$ cat config.mk
export PLATFORM = sky130hd
export DESIGN_NAME = mem_cache
export DESIGN_NICKNAME = d
export VERILOG_FILES = /design/src/rtl/mem_cache.sv
export SDC_FILE = /design/constraint.sdc
export NUM_CORES = 1
export LEC_CHECK = 0
export ABC_AREA = 1
export BUFFER_PORTS_ARGS = -buffer_cell sky130_fd_sc_hd__buf_2
export CAP_MARGIN = 20
export CELL_PAD_IN_SITES_DETAIL_PLACEMENT = 1
export CELL_PAD_IN_SITES_GLOBAL_PLACEMENT = 2
export CORE_ASPECT_RATIO = 1.2
export CORE_MARGIN = 5
export CORE_UTILIZATION = 41
export DETAILED_ROUTE_END_ITERATION = 8
export PLACE_DENSITY = 0.92
export SLEW_MARGIN = 20
export SYNTH_ARGS = -nofsm -noshare
export SYNTH_HDL_FRONTEND = slang
export SYNTH_SLANG_ARGS = --single-unit
$ cat constraint.sdc
create_clock -name Clk -period 8.4 [get_ports Clk]
set_input_delay 1.26 -clock Clk [delete_from_list [all_inputs] [get_ports Clk]]
set_output_delay 1.26 -clock Clk [all_outputs]
set_load 0.05 [all_outputs]
$ cat src/rtl/mem_cache.sv
// mem_cache: direct-mapped write-through cache between Processor and Memory; define CACHE_STATS_EN to add hit/miss counters
module mem_cache #(
  parameter int INDEX_BITS = 3
) (
  input  logic        Clk,
  input  logic        Reset,
  input  logic [23:0] cpuAddr,
  input  logic        cpuLength,
  input  logic        cpuRd,
  input  logic        cpuWr,
  input  logic        cpuEnable,
  output logic        cpuRdy,
  input  logic [31:0] cpuDataIn,
  output logic [31:0] cpuDataOut,
  output logic [23:0] memAddr,
  output logic        memLength,
  output logic        memRd,
  output logic        memWr,
  output logic        memEnable,
  input  logic        memRdy,
  output logic [31:0] memDataOut,
  input  logic [31:0] memDataIn
`ifdef CACHE_STATS_EN
  ,
  output logic [15:0] hitCount,
  output logic [15:0] missCount
`endif
);
  localparam int LINES = 1 << INDEX_BITS;
  localparam int TAG_BITS = 22 - INDEX_BITS;
  localparam logic [1:0] IDLE = 2'd0, MISS = 2'd1, WRITE = 2'd2, RESP = 2'd3;
  logic [1:0] state;
  logic [23:0] reqAddr;
  logic reqLength;
  logic [31:0] reqData;
  logic reqHit;
  logic [LINES-1:0] valid;
  logic [TAG_BITS-1:0] tags [LINES];
  logic [31:0] lines [LINES];
  logic [INDEX_BITS-1:0] cpuIdx, reqIdx;
  logic [TAG_BITS-1:0] cpuTag;
  logic cpuHit;
  assign cpuIdx = cpuAddr[INDEX_BITS+1:2];
  assign reqIdx = reqAddr[INDEX_BITS+1:2];
  assign cpuTag = cpuAddr[23:INDEX_BITS+2];
  assign cpuHit = valid[cpuIdx] && tags[cpuIdx] == cpuTag;
  function automatic logic [31:0] pick(input logic [31:0] w, input logic [1:0] lane, input logic len);
    return len ? w : {24'd0, w[8*lane +: 8]};
  endfunction
  // memory request and completion pulse decoded from the current state
  always_comb begin
    memEnable = state == MISS || state == WRITE;
    memRd = state == MISS;
    memWr = state == WRITE;
    memLength = state == MISS || (state == WRITE && reqLength);
    memAddr = state == MISS ? {reqAddr[23:2], 2'b00} : state == WRITE ? reqAddr : '0;
    memDataOut = state == WRITE ? reqData : '0;
    cpuRdy = state == RESP;
  end
  // request sequencing, valid bits, read data and statistics
  always_ff @(posedge Clk) begin
    if (!Reset) begin
      state <= IDLE;
      valid <= '0;
      cpuDataOut <= '0;
      reqAddr <= '0;
      reqLength <= 1'b0;
      reqData <= '0;
      reqHit <= 1'b0;
`ifdef CACHE_STATS_EN
      hitCount <= '0;
      missCount <= '0;
`endif
    end else begin
      case (state)
        IDLE: if (cpuEnable) begin
          reqAddr <= cpuAddr;
          reqLength <= cpuLength;
          reqData <= cpuDataIn;
          reqHit <= cpuHit;
          state <= cpuWr ? WRITE : cpuRd && !cpuHit ? MISS : RESP;
          if (!cpuWr && cpuRd && cpuHit) cpuDataOut <= pick(lines[cpuIdx], cpuAddr[1:0], cpuLength);
`ifdef CACHE_STATS_EN
          if (!cpuWr && cpuRd && cpuHit && hitCount != 16'hFFFF) hitCount <= hitCount + 16'd1;
          if (!cpuWr && cpuRd && !cpuHit && missCount != 16'hFFFF) missCount <= missCount + 16'd1;
`endif
        end
        MISS: if (memRdy) begin
          valid[reqIdx] <= 1'b1;
          cpuDataOut <= pick(memDataIn, reqAddr[1:0], reqLength);
          state <= RESP;
        end
        WRITE: if (memRdy) state <= RESP;
        default: state <= IDLE;
      endcase
    end
  end
  // line data and tag storage: fill on miss completion, merge on write hit
  always_ff @(posedge Clk) begin
    if (Reset && state == MISS && memRdy) begin
      lines[reqIdx] <= memDataIn;
      tags[reqIdx] <= reqAddr[23:INDEX_BITS+2];
    end
    if (Reset && state == WRITE && memRdy && reqHit) begin
      if (reqLength) lines[reqIdx] <= reqData;
      else lines[reqIdx][8*reqAddr[1:0] +: 8] <= reqData[7:0];
    end
  end
endmodule

==> impl_metrics.py, run 1 <==
metrics = {
    "run_status": {
        "outcome": "complete, no violations",
    },
    "yosys": {
        "yosysMostFrequentCell": "nand2_1",
        "synthArstFlopShare_pct": 0,
        "synth_edf_count": 408,
        "synthesis.area_um2": 22700,
        "synthTopCellsByArea": "edfxtp_1 (54%), dfxtp_1 (8.8%), nand2_1 (7.8%)",
        "postSynthCellCount": 2434,
        "postSynthNetCount": 2538,
        "ys_warn_count": 0,
        "yosysTopAreaCell": "edfxtp_1",
        "synth_common_cells": "nand2_1 (470), edfxtp_1 (408), nor2_1 (381)",
        "synth_cell_types": 26,
        "synth-seq-cells": 508,
        "syn_area_per_cell_um2": 9.34,
        "synth.top_cell.area_share_pct": 53.9,
        "ys.flop_type": "edfxtp_1",
        "ys_seq_area_share_pct": 62.7,
    },
    "cells_and_area": {
        "finalNetCount": 2647,
        "syn2layout_area_growth_pct": 13.4,
        "final_layout_size_suffix_gt1_share_pct": 11.8,
        "multi_input_area_um2": 7020,
        "seq_area_um2": 14300,
        "fin_cells": 3306,
        "antenna_cells": 0,
        "n_fill_cell": 6240,
    },
    "timing": {
        "setup_viol": 0,
        "fin_tns_setup_ns": 0,
        "report.final.hold_viol_count": 0,
        "period_share_pct": 56.0,
        "grt_setup_unrepaired": "false",
        "slew_headroom_pct": 25.5,
        "layout_setup_ws_ns": 3.69,
        "clock_skew_ns": 0.0214,
        "slew_violations": 0,
        "worst_pin_slew_ns": 1.11,
        "max_freq_mhz": 213,
        "fin_crit_ns": 4.71,
    },
    "floorplanning": {
        "die_y_um": 268,
        "fp.coreArea_um2": 54900,
        "dieArea_um2": 60300,
        "start_util_pct": 41.4,
        "num_rows": 94,
        "die_w_um": 225,
        "io_pins": 188,
    },
    "global_route": {
        "grt_pass1_wl_um": 116000,
        "antenna_found_initial": 0,
        "grt_start_max_net_pins": 119,
        "overflow": 0,
        "grt_pass1_vias": 19000,
        "track_usage_pct": 25.1,
    },
    "clock_tree": {
        "htreeDepth": 2,
        "cts_sinks": 508,
        "insertion_delay_ns": 0.62,
        "cts_tree": "yes",
        "cts_root_buf": "clkbuf_16",
        "cts_buffer_depth": 3,
        "postCtsSetupBuffers": 0,
        "clk_pin_slew_ns": 0.06,
        "cts_hold_buf": 0,
        "cts_made_buffers": 51,
        "cts_resized": 0,
    },
    "worst_setup_path": {
        "cp.arrival_ns": 5.21,
        "crit_path_start_kind": "input pin",
        "rr_worst_depth": 10,
        "cp_max_fo": 118,
        "endpoint_kind": "flop",
        "path_class": "input pin to flop",
        "reg2reg_to": "lines[5][12]",
        "required_ns": 8.90,
        "crit_start": "cpuAddr[2]",
        "r2r_start": "state[0]",
        "reg2reg_slack_ns": 4.53,
    },
    "min_path": {
        "min_from": "valid[6]",
        "hp-class": "flop to flop",
        "min_path_cells": 2,
        "holdPathEnd": "valid[6]",
    },
    "place": {
        "place_congestion": 0.859,
        "post-dp-hpwl_um": 51400,
        "io_buffers": 187,
        "dp_cells": 3208,
        "post-place-ws_ns": 3.04,
    },
    "pwr": {
        "vdd_drop_max_uv": 208,
        "p_leak_nw": 10.3,
        "power.density_nw_per_um2": 286,
    },
    "route": {
        "drt_iter0_markers": 1554,
        "vias": 18400,
        "viasPerCell": 5.56,
        "wire_per_inst_um": 23.4,
        "final_antenna_net_count": 0,
        "routed_wl_um": 77300,
        "drc": 0,
        "firstDrtPassIters": 5,
    },
    "run": {
        "cap_violations": 0,
    },
}
==> final cells by class <==
type	instances	share of cell area, %
Clock inverter	33	1.20
Multi-Input combinational cell	1551	27.2
Tap cell	720	3.49
Sequential cell	508	55.3
Clock buffer	63	5.21
Timing Repair Buffer	207	4.33
Inverter	224	3.27
==> per-layer routing <==
| layer | track usage [%] | routed length [um] | share of wire, % |
|---|---|---|---|
| met1 | 31.4 | 30400 | 39 |
| met2 | 42.7 | 37600 | 49 |
| met3 | 4.68 | 5340 | 6.9 |
| met4 | 11.2 | 3980 | 5.1 |
| met5 | 0 | 0 | 0 |
==> report_power, final <==
| part | leakage (nW) | total, mW | internal, mW | switching, mW |
|---|---|---|---|---|
| Sequential | 4.52 | 3.15 | 2.95 | 0.201 |
| Combinational | 4.96 | 1.95 | 0.437 | 1.52 |
| Clock | 0.807 | 2.27 | 1.27 | 1.00 |
==> cell families (layout without fill, tap and decap cells) <==
| logic type | Yosys count | count (layout) | share of synthesized area [%] |
|---|---|---|---|
| adder cells (fa/ha/maj) | 9 | 9 | 0.495 |
| AND/OR/NAND/NOR | 1060 | 1060 | 18.8 |
| AO/OA/AOI/OAI | 482 | 482 | 11.2 |
| flip-flops | 508 | 508 | 62.7 |
| buffers and inverters | 375 | 527 | 6.82 |
==> cell usage in the layout, fill, tap and decap left out, types with 4 or more instances in the layout <==
master	n
a21oi_1	99
buf_2	186
buf_4	17
bufinv_16	4
clkbuf_1	11
clkbuf_16	52
clkinv_1	12
clkinv_2	15
clkinvlp_4	4
dfxtp_1	100
edfxtp_1	408
ha_1	8
inv_1	215
nand2_1	469
nand3_1	183
nand3b_1	10
nor2_1	371
nor2_4	8
nor3_1	11
o21ai_0	281
o21ai_1	8
o22ai_1	91
==> worst max-delay path, stage by stage <==
cell and delay (ns):
buf_6 0.64, buf_4 0.95, nand2_1 0.17, nand3_1 0.14, nand3_1 0.11, nand3b_1 0.14, nand2_1 0.05, nor2_1 0.10
nand2_1 0.06, nor2_1 0.12, nand3_2 0.20, o21ai_4 0.18, buf_4 0.53, nand3_1 0.15, nand2_1 0.11, nor2_1 0.04
==> per-stage QoR <==
step | total power [mW] | hold WS (ns) | instance area (um2) | utilization (%)
final | 7.38 | 0.465 | 25800 | 46.9
after global placement | 5.08 | 0.434 | 24100 | 43.9
after detailed placement | 5.14 | 0.450 | 24100 | 43.9
after floorplan | 4.52 | 0.425 | 22700 | -
after global routing | 7.71 | 0.507 | 25800 | 46.9
after CTS | 7.39 | 0.466 | 25700 | 46.9
==> worst max path at each step <==
stage / slack, ns / cells after the start / endpoint
floorplan: 4.70 / 7 / memAddr[10]
global placement: 3.18 / 19 / cpuDataOut[20]
detailed placement: 3.04 / 19 / cpuDataOut[16]
CTS: 3.66 / 19 / cpuDataOut[10]
global route: 3.31 / 16 / cpuDataOut[8]
finish: 3.69 / 16 / cpuDataOut[16]
==> registers in the layout, summed over array words and instances (netlist names) <==
name,cells
lines,256
state,2
reqData,32
reqAddr,24
reqHit,1
reqLength,1
valid,8
tags,152
cpuDataOut,32
(Power assumes the default switching activity.)
==> inputs of run 2 (changes only) <==
--- a/config.mk
+++ b/config.mk
@@ -12,9 +12,9 @@
 export CELL_PAD_IN_SITES_GLOBAL_PLACEMENT = 2
 export CORE_ASPECT_RATIO = 1.2
 export CORE_MARGIN = 5
-export CORE_UTILIZATION = 41
+export CORE_UTILIZATION = 34
 export DETAILED_ROUTE_END_ITERATION = 8
-export PLACE_DENSITY = 0.92
+export PLACE_DENSITY = 0.83
 export SLEW_MARGIN = 20
 export SYNTH_ARGS = -nofsm -noshare
 export SYNTH_HDL_FRONTEND = slang
==> constraint.sdc (replaced) <==
create_clock -name Clk -period 3.95 [get_ports Clk]
set_input_delay 0.5925 -clock Clk [delete_from_list [all_inputs] [get_ports Clk]]
set_output_delay 0.5925 -clock Clk [all_outputs]
set_load 0.05 [all_outputs]
==> impl_metrics.py, run 2 (synthesized netlist as in run 1, its figures left out) <==
metrics = {
    "clock_tree": {
        "clk_pin_slew_ns": 0.06,
        "postCtsSetupBuffers": 0,
        "cts_root_buf": "clkbuf_16",
        "cts_hold_buf": 0,
        "cts_tree": "yes",
        "cts_sinks": 508,
        "cts_resized": 0,
        "htreeDepth": 2,
        "cts_made_buffers": 53,
        "insertion_delay_ns": 0.62,
        "cts_buffer_depth": 3,
    },
    "pwr": {
        "p_total_mw": 16.0,
        "p_leak_nw": 10.5,
        "vdd_drop_max_uv": 413,
        "power.density_nw_per_um2": 610,
    },
    "timing": {
        "fin_tns_setup_ns": 0,
        "slew_headroom_pct": 26.6,
        "max_freq_mhz": 285,
        "fin_crit_ns": 3.50,
        "report.final.hold_viol_count": 0,
        "grt_setup_unrepaired": "false",
        "slew_violations": 0,
        "clock_skew_ns": 0.0265,
        "setup_viol": 0,
        "period_share_pct": 88.7,
        "worst_pin_slew_ns": 1.10,
    },
    "global_route": {
        "overflow": 0,
        "track_usage_pct": 21.5,
        "grt_pass1_wl_um": 119000,
        "grt_pass1_vias": 19000,
        "grt_start_max_net_pins": 102,
        "antenna_found_initial": 2,
    },
    "cells_and_area": {
        "top_register": "lines",
        "syn2layout_area_growth_pct": 15.7,
        "finalNetCount": 2675,
        "final_layout_size_suffix_gt1_share_pct": 12.7,
        "layout_common_cells": "nand2_1 (469), edfxtp_1 (408), nor2_1 (371), o21ai_0 (281), inv_1 (215)",
        "top_regs": "lines (256), tags (152)",
        "largest_reg_flops": 256,
        "layout_commonest_cell": "nand2_1",
    },
    "worst_setup_path": {
        "path_class": "flop to primary output",
        "reg2reg_to": "lines[1][21]",
        "rr_worst_depth": 6,
        "cp_max_fo": 28,
        "reg2reg_slack_ns": 0.72,
        "crit_chain": "inv_1, ha_1, buf_4, clkinv_1, nand2_1, buf_2",
        "crit_slowest_cell": "clkinv_1",
        "r2r_start": "reqAddr[0]",
        "required_ns": 3.36,
        "max_stage_delay_ns": 0.49,
        "crit_path_start_kind": "flop",
        "cp.arrival_ns": 2.91,
        "endpoint_kind": "primary output",
    },
    "route": {
        "viasPerCell": 5.26,
        "final_antenna_net_count": 0,
        "wire_per_inst_um": 22.7,
        "routed_wl_um": 79600,
        "firstDrtPassIters": 6,
        "drc": 0,
        "drt_iter0_markers": 1281,
        "vias": 18500,
    },
    "place": {
        "place_congestion": 0.879,
        "post-dp-hpwl_um": 55300,
        "io_buffers": 187,
    },
    "run_status": {
        "outcome": "complete, no violations",
    },
    "floorplanning": {
        "num_rows": 103,
        "dieArea_um2": 72200,
        "die_y_um": 293,
        "start_util_pct": 34.4,
        "io_pins": 188,
        "die_w_um": 246,
        "fp.coreArea_um2": 66100,
    },
    "min_path": {
        "min_from": "cpuDataIn[10]",
        "holdPathEnd": "reqData[10]",
        "hp-class": "input pin to flop",
        "min_path_cells": 3,
    },
    "run": {
        "cap_violations": 0,
    },
}
run 2: cell count changes in the layout (fill, tap and decap cells not counted), moves of 2 or more:
cell / change
nor2_4: -8
bufinv_16: +2
clkinv_2: -5
inv_6: +2
buf_12: +3
clkinv_8: -2
clkbuf_1: +2
clkbuf_8: +2
clkinvlp_4: -2
nor2_2: +8
buf_4: +26
run 2: worst max path at each step:
stage / from / end / depth (start not counted)
3_5_place_dp: cpuAddr[2] / cpuDataOut[15] / 17
2_1_floorplan: state[1] / memAddr[10] / 7
5_1_grt: state[1] / memLength / 6
3_3_place_gp: cpuAddr[2] / cpuDataOut[31] / 16
4_1_cts: state[1] / memLength / 6
6_report: state[1] / memLength / 6
run 2: final cells by class:
type / instances / area (um2)
antenna: 1 / 2.50
clock buffer: 68 / 1400
clock inverter: 32 / 364
fill: 7571 / 39800
inverter: 224 / 843
multi-input combinational: 1551 / 6980
sequential: 508 / 14300
tap: 892 / 1120
timing repair buffer: 233 / 1340
run 2: worst max-delay path: cells and delay by family, from the launching register on:
kind,cells,cell delay (ns)
and+or+nand+nor,1,0.27
DFF,1,0.35
adders and majority gates,1,0.40
buffers and inverters,4,1.26
run 2: metal layers:
layer | vias up | share of wire [%] | track usage [%] | wire, um
met5 | - | 0 | 0 | 0
met4 | 0 | 3.2 | 6.56 | 2510
met3 | 140 | 5.6 | 3.04 | 4460
met2 | 596 | 50 | 37.9 | 39700
met1 | 9254 | 41 | 27.6 | 32900
li1 | 8481 | - | - | -
run 2: power breakdown:
| group | internal, mW | switching (mW) | total (mW) | leakage [nW] |
|---|---|---|---|---|
| Clock | 2.93 | 2.16 | 5.09 | 0.859 |
| Sequential | 6.28 | 0.391 | 6.67 | 4.52 |
| Combinational | 0.988 | 3.30 | 4.29 | 5.09 |
| Total | 10.2 | 5.86 | 16.0 | 10.5 |
run 2: per-stage QoR:
stage | cell area (um2) | hold slack, ns | util (%) | worst slack, ns | instances
finish | 26300 | 0.229 | 39.8 | 0.447 | 3509
global placement | 24500 | 0.437 | 37.1 | 0.565 | 3408
detailed placement | 24500 | 0.452 | 37.1 | 0.546 | 3408
CTS | 26300 | 0.199 | 39.8 | 0.475 | 3508
global route | 26300 | 0.244 | 39.8 | 0.310 | 3509
floorplan | 22700 | 0.425 | - | 0.916 | 2434
==> inputs of run 3 (changes only) <==
--- a/config.mk
+++ b/config.mk
@@ -12,9 +12,9 @@
 export CELL_PAD_IN_SITES_GLOBAL_PLACEMENT = 2
 export CORE_ASPECT_RATIO = 1.2
 export CORE_MARGIN = 5
-export CORE_UTILIZATION = 34
+export CORE_UTILIZATION = 41
 export DETAILED_ROUTE_END_ITERATION = 8
-export PLACE_DENSITY = 0.83
+export PLACE_DENSITY = 0.92
 export SLEW_MARGIN = 20
 export SYNTH_ARGS = -nofsm -noshare
 export SYNTH_HDL_FRONTEND = slang
==> constraint.sdc (replaced) <==
create_clock -name Clk -period 4.24 [get_ports Clk]
set_input_delay 0.636 -clock Clk [delete_from_list [all_inputs] [get_ports Clk]]
set_output_delay 0.636 -clock Clk [all_outputs]
set_load 0.05 [all_outputs]
==> impl_metrics.py, run 3 (synthesized netlist as in run 1, its figures left out) <==
metrics = {
    "floorplanning": {
        "io_pins": 188,
        "die_y_um": 268,
        "dieArea_um2": 60300,
        "start_util_pct": 41.4,
        "die_w_um": 225,
        "fp.coreArea_um2": 54900,
        "num_rows": 94,
    },
    "cells_and_area": {
        "layout_common_cells": "nand2_1 (469), edfxtp_1 (408), nor2_1 (371), o21ai_0 (281), inv_1 (215)",
        "largest_reg_flops": 256,
        "layout_commonest_cell": "nand2_1",
        "multi_input_area_um2": 6980,
        "top_register": "lines",
        "finalNetCount": 2695,
        "top_regs": "lines (256), tags (152)",
        "n_fill_cell": 6268,
        "final_layout_size_suffix_gt1_share_pct": 13.6,
        "seq_area_um2": 14300,
        "syn2layout_area_growth_pct": 15.5,
    },
    "timing": {
        "max_freq_mhz": 305,
        "slew_violations": 0,
        "worst_pin_slew_ns": 0.983,
        "clock_skew_ns": 0.0220,
        "fin_tns_setup_ns": 0,
        "grt_setup_unrepaired": "false",
        "setup_viol": 0,
        "period_share_pct": 77.5,
        "report.final.hold_viol_count": 0,
        "fin_crit_ns": 3.28,
        "slew_headroom_pct": 34.0,
    },
    "global_route": {
        "grt_pass1_vias": 19400,
        "grt_start_max_net_pins": 100,
        "overflow": 0,
        "grt_pass1_wl_um": 116000,
        "track_usage_pct": 25.2,
        "antenna_found_initial": 4,
    },
    "pwr": {
        "p_total_mw": 14.9,
        "power.density_nw_per_um2": 568,
        "p_leak_nw": 10.6,
        "vdd_drop_max_uv": 378,
    },
    "clock_tree": {
        "cts_buffer_depth": 3,
        "cts_made_buffers": 52,
        "cts_root_buf": "clkbuf_16",
        "cts_hold_buf": 0,
        "cts_sinks": 508,
        "cts_resized": 0,
        "postCtsSetupBuffers": 0,
        "clk_pin_slew_ns": 0.06,
        "cts_tree": "yes",
        "htreeDepth": 2,
        "insertion_delay_ns": 0.61,
    },
    "worst_setup_path": {
        "cp_max_fo": 34,
        "endpoint_kind": "primary output",
        "path_class": "flop to primary output",
        "crit_path_start_kind": "flop",
        "required_ns": 3.60,
        "cp.arrival_ns": 2.65,
    },
    "place": {
        "post-dp-hpwl_um": 53400,
        "place_congestion": 0.912,
        "io_buffers": 187,
    },
    "run": {
        "cap_violations": 0,
    },
    "route": {
        "routed_wl_um": 78100,
        "drc": 0,
        "viasPerCell": 5.55,
        "firstDrtPassIters": 5,
        "vias": 18600,
        "wire_per_inst_um": 23.3,
        "drt_iter0_markers": 1839,
        "final_antenna_net_count": 0,
    },
    "run_status": {
        "outcome": "complete, no violations",
    },
    "min_path": {
        "hp-class": "input pin to flop",
    },
}
-- run 3: changes by cell type in the layout (fill, tap and decap cells not counted), moves of 2 or more --
| cell | previous run | this run |
|---|---|---|
| buf_4 | 43 | 63 |
| clkbuf_8 | 2 | 13 |
| clkinv_1 | 13 | 7 |
| bufinv_16 | 6 | 4 |
| clkbuf_1 | 13 | 11 |
| clkinv_2 | 10 | 8 |
-- run 3: final timing paths --
check                     start      endpoint  slack [ns]  cells after the start
hold / removal    cpuDataIn[22]   reqData[22]        0.28                      3
hold reg to reg        valid[3]      valid[3]        0.46                      2
setup reg to reg     reqAddr[1]  lines[3][18]        0.98                      6
setup / recovery       state[0]    memAddr[4]        0.96                      7
-- run 3: final cells by class --
type                       count  area share (%)
antenna                        2          0.0191
clock buffer                  76            5.80
clock inverter                21           0.958
inverter                     224            3.21
multi-input combinational   1551            26.6
sequential                   508            54.3
tap                          720            3.43
timing repair buffer         254            5.70
-- run 3: per-stage QoR --
step	instance area [um2]	hold slack, ns	util, %	instances	setup slack, ns
3_3_place_gp	24500	0.443	44.6	3257	0.741
5_1_grt	26200	0.284	47.8	3354	0.803
6_report	26200	0.282	47.8	3356	0.956
3_5_place_dp	24500	0.447	44.6	3257	0.568
4_1_cts	26200	0.252	47.8	3354	0.931
2_1_floorplan	22700	0.425	-	2434	1.16
-- run 3: where the power goes --
group	internal (mW)	leakage (nW)	switching, mW
Sequential	5.84	4.52	0.375
Combinational	0.909	5.21	3.08
Clock	2.75	0.869	1.96
-- run 3: worst max-delay path: stages, from the launching register on --
cell and delay (ns):
dfxtp_1 0.34, inv_1 0.10, ha_2 0.26, buf_4 0.49, nor2_2 0.05, buf_4 0.24, nor2_1 0.21, buf_2 0.31
-- run 3: layer usage --
layer | part of all wire [%] | vias up | global-route usage, % | routed length (um)
li1 | - | 8512 | - | -
met1 | 39 | 9226 | 31.8 | 30700
met2 | 49 | 718 | 43.5 | 38300
met3 | 7.3 | 172 | 4.00 | 5740
met4 | 4.3 | 0 | 10.1 | 3330
met5 | 0 | - | 0 | 0
